[src/rtl/seg_dec_pkg.sv]
// Shared types and constants for the scanned 7-segment read-back decoder.
package seg_dec_pkg;

    typedef enum logic [1:0] {
        SYNC    = 2'd0,
        COLLECT = 2'd1,
        EMIT    = 2'd2
    } state_t;

    localparam int unsigned DIGITS = 4;
    localparam int unsigned NIB_W  = 4;
    localparam int unsigned SEG_W  = 7;
    localparam int unsigned WORD_W = DIGITS * NIB_W;
    localparam int unsigned CNT_W  = 8;

    // Segment pattern (gfedcba, active-high) for each hex nibble; entry 15 first.
    localparam logic [15:0][SEG_W-1:0] SEG_TABLE = {
        7'h71, 7'h79, 7'h5E, 7'h39, 7'h7C, 7'h77, 7'h6F, 7'h7F,
        7'h07, 7'h7D, 7'h6D, 7'h66, 7'h4F, 7'h5B, 7'h06, 7'h3F
    };

    // Nibble reported for a pattern outside the table.
    localparam logic [NIB_W-1:0] SEG_NIB_INVALID = 4'h0;

    function automatic logic is_multi_hot(input logic [DIGITS-1:0] d);
        return (d & (d - DIGITS'(1))) != '0;
    endfunction

    function automatic logic is_one_hot(input logic [DIGITS-1:0] d);
        return (d != '0) && !is_multi_hot(d);
    endfunction

endpackage

[src/rtl/seg7_to_hex.sv]
// Combinational lookup of an active-high 7-segment pattern back to its hex nibble.
module seg7_to_hex
    import seg_dec_pkg::*;
(
    input  logic [SEG_W-1:0] seg,
    output logic [NIB_W-1:0] nib_c,
    output logic             vld_c
);

    always_comb begin
        nib_c = SEG_NIB_INVALID;
        vld_c = 1'b0;
        for (int unsigned i = 0; i < 16; i++) begin
            if (seg == SEG_TABLE[i]) begin
                nib_c = NIB_W'(i);
                vld_c = 1'b1;
            end
        end
    end

endmodule

[src/rtl/seg_scan_decoder.sv]
// Samples a multiplexed 7-segment bus, decodes each dwell and reassembles 16-bit frames.
// Optional SEG_DEC_CHANGE_ONLY_EN: emit a frame only when it differs from the last emitted one.
module seg_scan_decoder
    import seg_dec_pkg::*;
#(
    parameter int unsigned STABLE_CYC  = 4,
    parameter bit          SEG_ACT_LOW = 1'b1
) (
    input  logic              clk,
    input  logic              rst_n,
    input  logic [SEG_W-1:0]  ss,
    input  logic [DIGITS:1]   dig,
    output logic [WORD_W-1:0] word,
    output logic              word_vld,
    input  logic              word_rdy,
    output logic              err_seg,
    output logic              err_seq,
    output logic              ovf
);

    localparam logic [CNT_W-1:0] CNT_MAX = CNT_W'(STABLE_CYC);
    localparam logic [CNT_W-1:0] ACC_AT  = CNT_W'(STABLE_CYC - 1);

    logic [SEG_W-1:0]  ss_q, ss_p;
    logic [DIGITS:1]   dig_q, dig_p;
    logic [CNT_W-1:0]  cnt;
    state_t            state;
    logic [DIGITS:1]   exp_dig;
    logic [WORD_W-1:0] frame;
    logic              bad;

    logic [SEG_W-1:0]  seg_ah_c;
    logic [NIB_W-1:0]  nib_c;
    logic              nib_vld_c;
    logic              acc_c;
    logic              frame_new_c;
    logic              load_c;
    logic              drop_c;

    // Input sampling plus a one-cycle history for stability detection.
    always_ff @(posedge clk or negedge rst_n) begin
        if (!rst_n) begin
            ss_q  <= '0;
            dig_q <= '0;
            ss_p  <= '0;
            dig_p <= '0;
        end else begin
            ss_q  <= ss;
            dig_q <= dig;
            ss_p  <= ss_q;
            dig_p <= dig_q;
        end
    end

    always_ff @(posedge clk or negedge rst_n) begin
        if (!rst_n) begin
            cnt <= '0;
        end else if ({dig_q, ss_q} != {dig_p, ss_p}) begin
            cnt <= '0;
        end else if (cnt != CNT_MAX) begin
            cnt <= cnt + CNT_W'(1);
        end
    end

    // dig_p/ss_p hold the value whose dwell the counter is measuring.
    assign acc_c    = (cnt == ACC_AT);
    assign seg_ah_c = SEG_ACT_LOW ? ~ss_p : ss_p;

    seg7_to_hex u_seg7_to_hex (
        .seg   (seg_ah_c),
        .nib_c (nib_c),
        .vld_c (nib_vld_c)
    );

    always_ff @(posedge clk or negedge rst_n) begin
        if (!rst_n) begin
            state   <= SYNC;
            exp_dig <= 4'b0010;
            frame   <= '0;
            bad     <= 1'b0;
            err_seg <= 1'b0;
            err_seq <= 1'b0;
        end else begin
            err_seg <= acc_c && is_one_hot(dig_p) && !nib_vld_c;
            err_seq <= 1'b0;
            case (state)
                SYNC: begin
                    if (acc_c && dig_p == 4'b0001) begin
                        frame   <= {12'h000, nib_c};
                        bad     <= !nib_vld_c;
                        exp_dig <= 4'b0010;
                        state   <= COLLECT;
                    end
                end
                COLLECT: begin
                    if (is_multi_hot(dig_q)) begin
                        err_seq <= 1'b1;
                        state   <= SYNC;
                    end else if (acc_c && dig_p != '0) begin
                        if (dig_p == exp_dig) begin
                            frame <= {frame[WORD_W-NIB_W-1:0], nib_c};
                            bad   <= bad || !nib_vld_c;
                            if (exp_dig == 4'b1000) begin
                                state <= EMIT;
                            end else begin
                                exp_dig <= {exp_dig[DIGITS-1:1], 1'b0};
                            end
                        end else begin
                            err_seq <= 1'b1;
                            if (dig_p == 4'b0001) begin
                                frame   <= {12'h000, nib_c};
                                bad     <= !nib_vld_c;
                                exp_dig <= 4'b0010;
                            end else begin
                                state <= SYNC;
                            end
                        end
                    end
                end
                EMIT:    state <= SYNC;
                default: state <= SYNC;
            endcase
        end
    end

`ifdef SEG_DEC_CHANGE_ONLY_EN
    logic [WORD_W-1:0] last_word;

    always_ff @(posedge clk or negedge rst_n) begin
        if (!rst_n) begin
            last_word <= '0;
        end else if (load_c) begin
            last_word <= frame;
        end
    end

    assign frame_new_c = (frame != last_word);
`else
    assign frame_new_c = 1'b1;
`endif

    assign load_c = (state == EMIT) && !bad && frame_new_c && (!word_vld || word_rdy);
    assign drop_c = (state == EMIT) && !bad && frame_new_c && word_vld && !word_rdy;

    // Output register: a new load wins over a simultaneous handshake.
    always_ff @(posedge clk or negedge rst_n) begin
        if (!rst_n) begin
            word     <= '0;
            word_vld <= 1'b0;
            ovf      <= 1'b0;
        end else begin
            if (load_c) begin
                word     <= frame;
                word_vld <= 1'b1;
            end else if (word_rdy) begin
                word_vld <= 1'b0;
            end
            if (drop_c) begin
                ovf <= 1'b1;
            end
        end
    end

endmodule

[config.mk]
export PLATFORM = sky130hd
export DESIGN_NAME = seg_scan_decoder
export DESIGN_NICKNAME = d
export VERILOG_FILES = /design/src/rtl/seg_dec_pkg.sv /design/src/rtl/seg7_to_hex.sv /design/src/rtl/seg_scan_decoder.sv
export SDC_FILE = /design/constraint.sdc
export NUM_CORES = 1
export LEC_CHECK = 0
export ABC_AREA = 0
export ABC_CLOCK_PERIOD_IN_PS = 4300
export CORE_MARGIN = 1
export CORE_UTILIZATION = 35
export DETAILED_ROUTE_END_ITERATION = 6
export PLACE_DENSITY = 0.65
export SKIP_LAST_GASP = 1
export SLEW_MARGIN = 30
export SYNTH_ARGS = -nofsm -noshare
export SYNTH_HDL_FRONTEND = slang
export SYNTH_HIERARCHICAL = 1
export SYNTH_SLANG_ARGS = --single-unit
[constraint.sdc]
create_clock -name clk -period 4.3 [get_ports clk]
set_input_delay 0.645 -clock clk [delete_from_list [all_inputs] [get_ports clk]]
set_output_delay 0.645 -clock clk [all_outputs]
set_load 0.01 [all_outputs]
Yosys cells after proc, flatten, opt, wreduce, memory -nomap -nowiden
Cells that the tools add are included.
{"block": "op_classes", "add_sub_neg": 3, "n_mul": 0, "div": 0, "magnitude_cmp": 0, "n_eq_ne": 32, "n_shift": 0, "muxes": 65, "bitwise_logic": 3, "n_reduce_logical": 26}
{"operator": "equality test 7 bit, second input constant", "count": 12}
{"operator": "two-way mux 16 bit", "count": 5}
{"operator": "two-way mux 4 bit", "count": 14}
{"operator": "case mux 16 bit (2 select lines)", "count": 1}
{"operator": "two-way mux 1 bit", "count": 28}
{"operator": "two-way mux 2 bit", "count": 8}
{"operator": "two-way mux 8 bit", "count": 2}
{"operator": "equality test 7 x 3 -> 1 bit, second input constant", "count": 2}
{"operator": "equality test 7 x 6 -> 1 bit, second input constant", "count": 2}
{"operator": "two-way mux 3 bit", "count": 4}
{"operator": "nonzero test 4 bit", "count": 3}
{"operator": "inequality test 11 bit", "count": 1}
{"operator": "logical AND 1 bit", "count": 9}
{"operator": "inequality test 3 bit, second input constant", "count": 3}
{"operator": "adder 8 x 1 -> 8 bit, second input constant", "count": 1}
{"operator": "bitwise AND 4 bit", "count": 2}
{"operator": "equality test 8 x 2 -> 1 bit, second input constant", "count": 1}
{"operator": "inequality test 4 bit, second input constant", "count": 2}
{"operator": "inequality test 8 x 3 -> 1 bit, second input constant", "count": 1}
{"operator": "case mux 4 bit (2 select lines)", "count": 1}
{"operator": "subtractor 4 x 1 -> 4 bit, second input constant", "count": 2}
{"operator": "NOT 7 bit", "count": 1}
{"operator": "inequality test 2 bit, second input constant", "count": 3}
{"operator": "AND reduction 6 bit", "count": 1}
{"operator": "other kinds (13)", "count": 20}
{"block": "totals", "reg_bits": 73, "latchBits": 0, "ramBits": 0, "rom_bits": 0, "output_inout_bits": 20, "word_cells": 143, "memories": 0}

Logic depth before layout (Yosys ltp)
{"block": "depth", "word_depth": 24, "depth_mapped": 8, "depth_no_buf": 7}

Hierarchy
Netlist, hierarchy kept.
{"module": "seg_scan_decoder", "n_inst": 1, "cells_per_inst": 218, "area_per_inst_um2": 2895.3, "seq_area_each_um2": 1803.0}
{"module": "seg7_to_hex", "n_inst": 1, "cells_per_inst": 58, "area_per_inst_um2": 355.3, "seq_area_each_um2": 0.0}

Least setup slack after synthesis
Ideal clock, no wire load.
{"block": "synth_timing", "kind": "register to register", "from": "reg cnt[0]", "to": "reg frame[10]", "setup_time_ns": 0.121, "t_arrival_ns": 2.056, "t_required_ns": 4.179, "setup_slack_ns": 2.123, "path_stages_with_launch": 7, "path_buffers": 1, "path_cell_list": "dfrtp_1 > ha_1 > or4b_4 > nor3_1 > a32oi_2 > buf_6 > a22o_1"}
{"block": "synth_via", "elab_chain_cells": 4}
{"element": "from (decl)", "line_no": "seg_scan_decoder.sv:26", "text": "logic [CNT_W-1:0] cnt;"}
{"element": "from (signal assigned)", "line_no": "seg_scan_decoder.sv:61", "text": "cnt <= cnt + CNT_W'(1);"}
{"element": "equality test 8 x 2 -> 1 bit *", "line_no": "seg_scan_decoder.sv:66", "text": "assign acc_c = (cnt == ACC_AT);"}
{"element": "logical AND 1 bit, on equally long branches", "line_no": "seg_scan_decoder.sv:99, seg_scan_decoder.sv:88"}
{"element": "inequality test 2 bit (no source line)"}
{"element": "AND reduction 5 bit (no source line) *"}
{"element": "to (signal assigned)", "line_no": "seg_scan_decoder.sv:89", "text": "frame <= {12'h000, nib_c};"}
{"element": "to (signal assigned)", "line_no": "seg_scan_decoder.sv:101", "text": "frame <= {frame[WORD_W-NIB_W-1:0], nib_c};"}
{"element": "to (signal assigned)", "line_no": "seg_scan_decoder.sv:111", "text": "frame <= {12'h000, nib_c};"}
{"element": "to (decl)", "line_no": "seg_scan_decoder.sv:29", "text": "logic [WORD_W-1:0] frame;"}
Mark *: on every way between the ends. The rest lies on a longest branch, timed or not.
A chain may end at the register's enable or synchronous reset.

Final worst setup path
{"block": "layout_timing", "from": "reg cnt[0]", "to": "reg exp_dig[4] (netlist name)"}
{"block": "layout_via", "elab_chain_cells": 4}
{"element": "equality test 8 x 2 -> 1 bit *", "line_no": "seg_scan_decoder.sv:66"}
{"element": "logical AND 1 bit, on equally long branches", "line_no": "seg_scan_decoder.sv:99, seg_scan_decoder.sv:88"}
{"element": "inequality test 2 bit (no source line)"}
{"element": "AND reduction 6 bit (no source line) *"}
{"element": "to (signal assigned)", "line_no": "seg_scan_decoder.sv:106", "text": "exp_dig <= {exp_dig[DIGITS-1:1], 1'b0};"}
{"element": "to (decl)", "line_no": "seg_scan_decoder.sv:28", "text": "logic [DIGITS:1] exp_dig;"}
Marked as above.

==> results.md <==
* Number of H-tree levels at 3
* Nets at 326
* Startpoint types: register
* Max transition margin at a little over 40%
* Clk sinks at 72
* CP endpoint kind: register
* Distinct cell type count after synthesis at 53
* Crit Reg-Reg Endpoint: exp_dig[4]
* Post-cts resize count at 0
* R2r setup slk at 1.77 ns
* Final Instance Area at 3865 um^2
* Post-synthesis sequential area ratio at a little under three fifths
* Ys flop type: dfrtp_1
* Ys async rst share at 100.0%
* # port buffers at 33
* Synth area leaders: dfrtp_1, mux2_2, xor2_1
* Area of the multi-input gates at ~1300 um^2
* Layout cells sized above 1 at 14.60%
* Core Area at about 8800 um^2
* Avg WL per Cell at ~14 um
* Initial core utilization at around 37%
* PwrDens at 347.8 nW/um^2
* Status: finished with violations
* TritonCTS clock tree: built
* Std-Cell Rows at 34
* Final worst path period share at 58.92%
* DR WL met3 at 287 um
* Register area at ~1800 um^2
* RSZ-0062 raised after global routing: no
* Root buffer cell: clkbuf_8
* Global-route usage over all layers at a little over an eighth
* Fillcell total at about 850
* Vias in the first global route at slightly above 2000
* Max Clock Skew at between 0.006 and 0.007 ns
* ANT cells at 0
* Worst reg2reg path depth at 5
* Post-synth EDFFs at 0
* Clock Tree Buf Depth at 2
* Peak supply drop at about 0.23 mV
* Detailed Place HPWL at 3962 um
* Synth Net Count at just under 300
* # setup viols final at 0
* Critical path class: register to register
* Routed wl met2 at between 2000 and 3000 um
* Largest net degree at the start of global routing at 38
* Initial antenna violation count at 0
* Router iterations before antenna repair at 7
* Antenna-violating nets left at 0
* DR vias at 2182
* Place WS at between 1.5 and 2 ns
* Drt drc at 4
* Via density per instance at just over 5
* Routability congestion estimate at ~0.85
* Final hold vios at 0
* Failing checks: DRC
* Leak pwr at 1.714 nW
* Die area at 9677 um^2
* Post-CTS setup buffer count at 0
* WP data arrival at 2.77 ns
* First-pass GRT wire length at 9873 um
* Met1 Wirelength at approximately 2800 um
* Post-CTS Hold Fix Bufs at 0
* Max-slew violation count at 0
* Die height at between 90 and 100 um
* Area Overhead vs Synth at 18.90%
* Max layer used: met4
* CP max FO at 18
* Post-synth top area cell: dfrtp_1
* Avg Cell Area, Syn at approximately 12 um^2
* Fmax at slightly below 0.4 GHz
* Max-cap check violation count at 0
* RR Startpoint: cnt[0]
* Post-placement cell count at 407
* Worst Max-Slew Pin Slew at 0.8814 ns
* Chip width at 98.37 um
* Min Hold Slack at between 0.3 and 0.4 ns
* Worst setup margin at between 1.5 and 2 ns
* Final core utilization at between 40% and 50%
* Cell area after synthesis at roughly 3300 um^2
* Fin cells at between 400 and 500
* Critical path required time at between 4 and 5 ns
* Iter 0 DRT Violations at about 100
* Post-synth top area share at 54.66%
* Clk_lat worst skew at roughly 0.34 ns
* Clock edge transition at the registers on the reported setup and hold paths at around 0.080 ns
* Worst Hold Class: input pin to async pin
* Seq cells post-synth at between 70 and 80
* Final wirelength at roughly 5800 um
* Yosys warning total at 6
* I/O pins at 34
* Gr ovfl total at 0
* Cells after synthesis at 276
* Fin crit period at roughly 2.5 ns
* Placed inst area at 3645 um^2
* TNS Setup at 0 ns
* CTS Buf Count at 9
* Pwr Total at about 1.3 mW
[registers in the layout, indices dropped and copies added, names as in the netlist]
name / cells
word: 16
cnt: 8
bad: 1
ss_q: 7
exp_dig: 3
err_seq: 1
dig_q: 4
state: 2
dig_p: 4
word_vld: 1
ovf: 1
ss_p: 7
err_seg: 1
frame: 16
[power breakdown]
| part | switching, mW | leakage (nW) | internal (mW) |
|---|---|---|---|
| clock | 0.249 | 0.103 | 0.329 |
| sequential | 0.0106 | 0.952 | 0.687 |
| combinational | 0.0408 | 0.659 | 0.0268 |
| total | 0.300 | 1.71 | 1.04 |
[logic make-up after synthesis]
| kind of cell | count (synthesis) | share of synthesized area, % |
|---|---|---|
| AND/OR/NAND/NOR | 87 | 15.78 |
| flip-flops | 72 | 55.47 |
| AO/OA/AOI/OAI | 44 | 10.05 |
| buffers and inverters | 25 | 3.888 |
| XOR/XNOR | 23 | 6.197 |
| multiplexers | 22 | 7.544 |
| adder cells (fa/ha/maj) | 3 | 1.078 |
[critical path: stages (launching register included)]
cell and delay (ns):
dfrtp_1 0.44, ha_1 0.26, or4b_4 0.53, nor3_1 0.32, a32oi_2 0.41, a221o_1 0.46
[Yosys cell counts, drive strengths merged (2+ instances only)]
cell,number
a32oi,2
inv,14
nand4,2
nand3,14
or4b,3
a211oi,3
mux2i,2
or2,2
nand2,15
ha,2
xnor2,4
o21ai,4
nor2,13
or4,3
nor3,10
a211o,2
nor4,9
nand4bb,2
or3,3
nand2b,4
and3,2
a22o,13
nor3b,2
buf,9
xor2,19
mux2,20
a21oi,11
clkbuf,2
dfrtp,71
[layout make-up]
type,count,area share (%)
Sequential cell,72,46.65
Multi-Input combinational cell,179,34.19
Timing Repair Buffer,34,8.611
Tap cell,108,3.496
Clock buffer,10,3.302
Clock inverter,6,2.396
Inverter,14,1.360
[per-layer routing]
metal  vias up  GRT usage, %
met1      1040         17.43
met5         -             0
met3        10         4.009
met2        59         19.88
li1       1073             -
met4         0         5.511
[how the worst max path moves through the flow]
stage / startpoint / to
after floorplan: cnt[0] / frame[10]
after global placement: cnt[0] / exp_dig[4]
after detailed placement: cnt[0] / exp_dig[4]
after CTS: cnt[0] / exp_dig[4]
after global routing: cnt[0] / exp_dig[4]
final: cnt[0] / exp_dig[4]
[placed cells by master (no fill, tap or decap), drive strengths merged, types with 3 or more instances in the layout]
cell type and instances:
dfrtp 71, nor2 13, clkdlybuf4s50 32, a211oi 3, mux2 20, inv 15, or4 3, a22o 13
nand2b 4, clkbuf 10, nand3 14, a21oi 11, or4b 3, xor2 19, xnor2 4, nor3 10
nor4 9, or3 3, o21ai 4, nand2 15
Note: power is estimated with default switching activity, not from simulation.
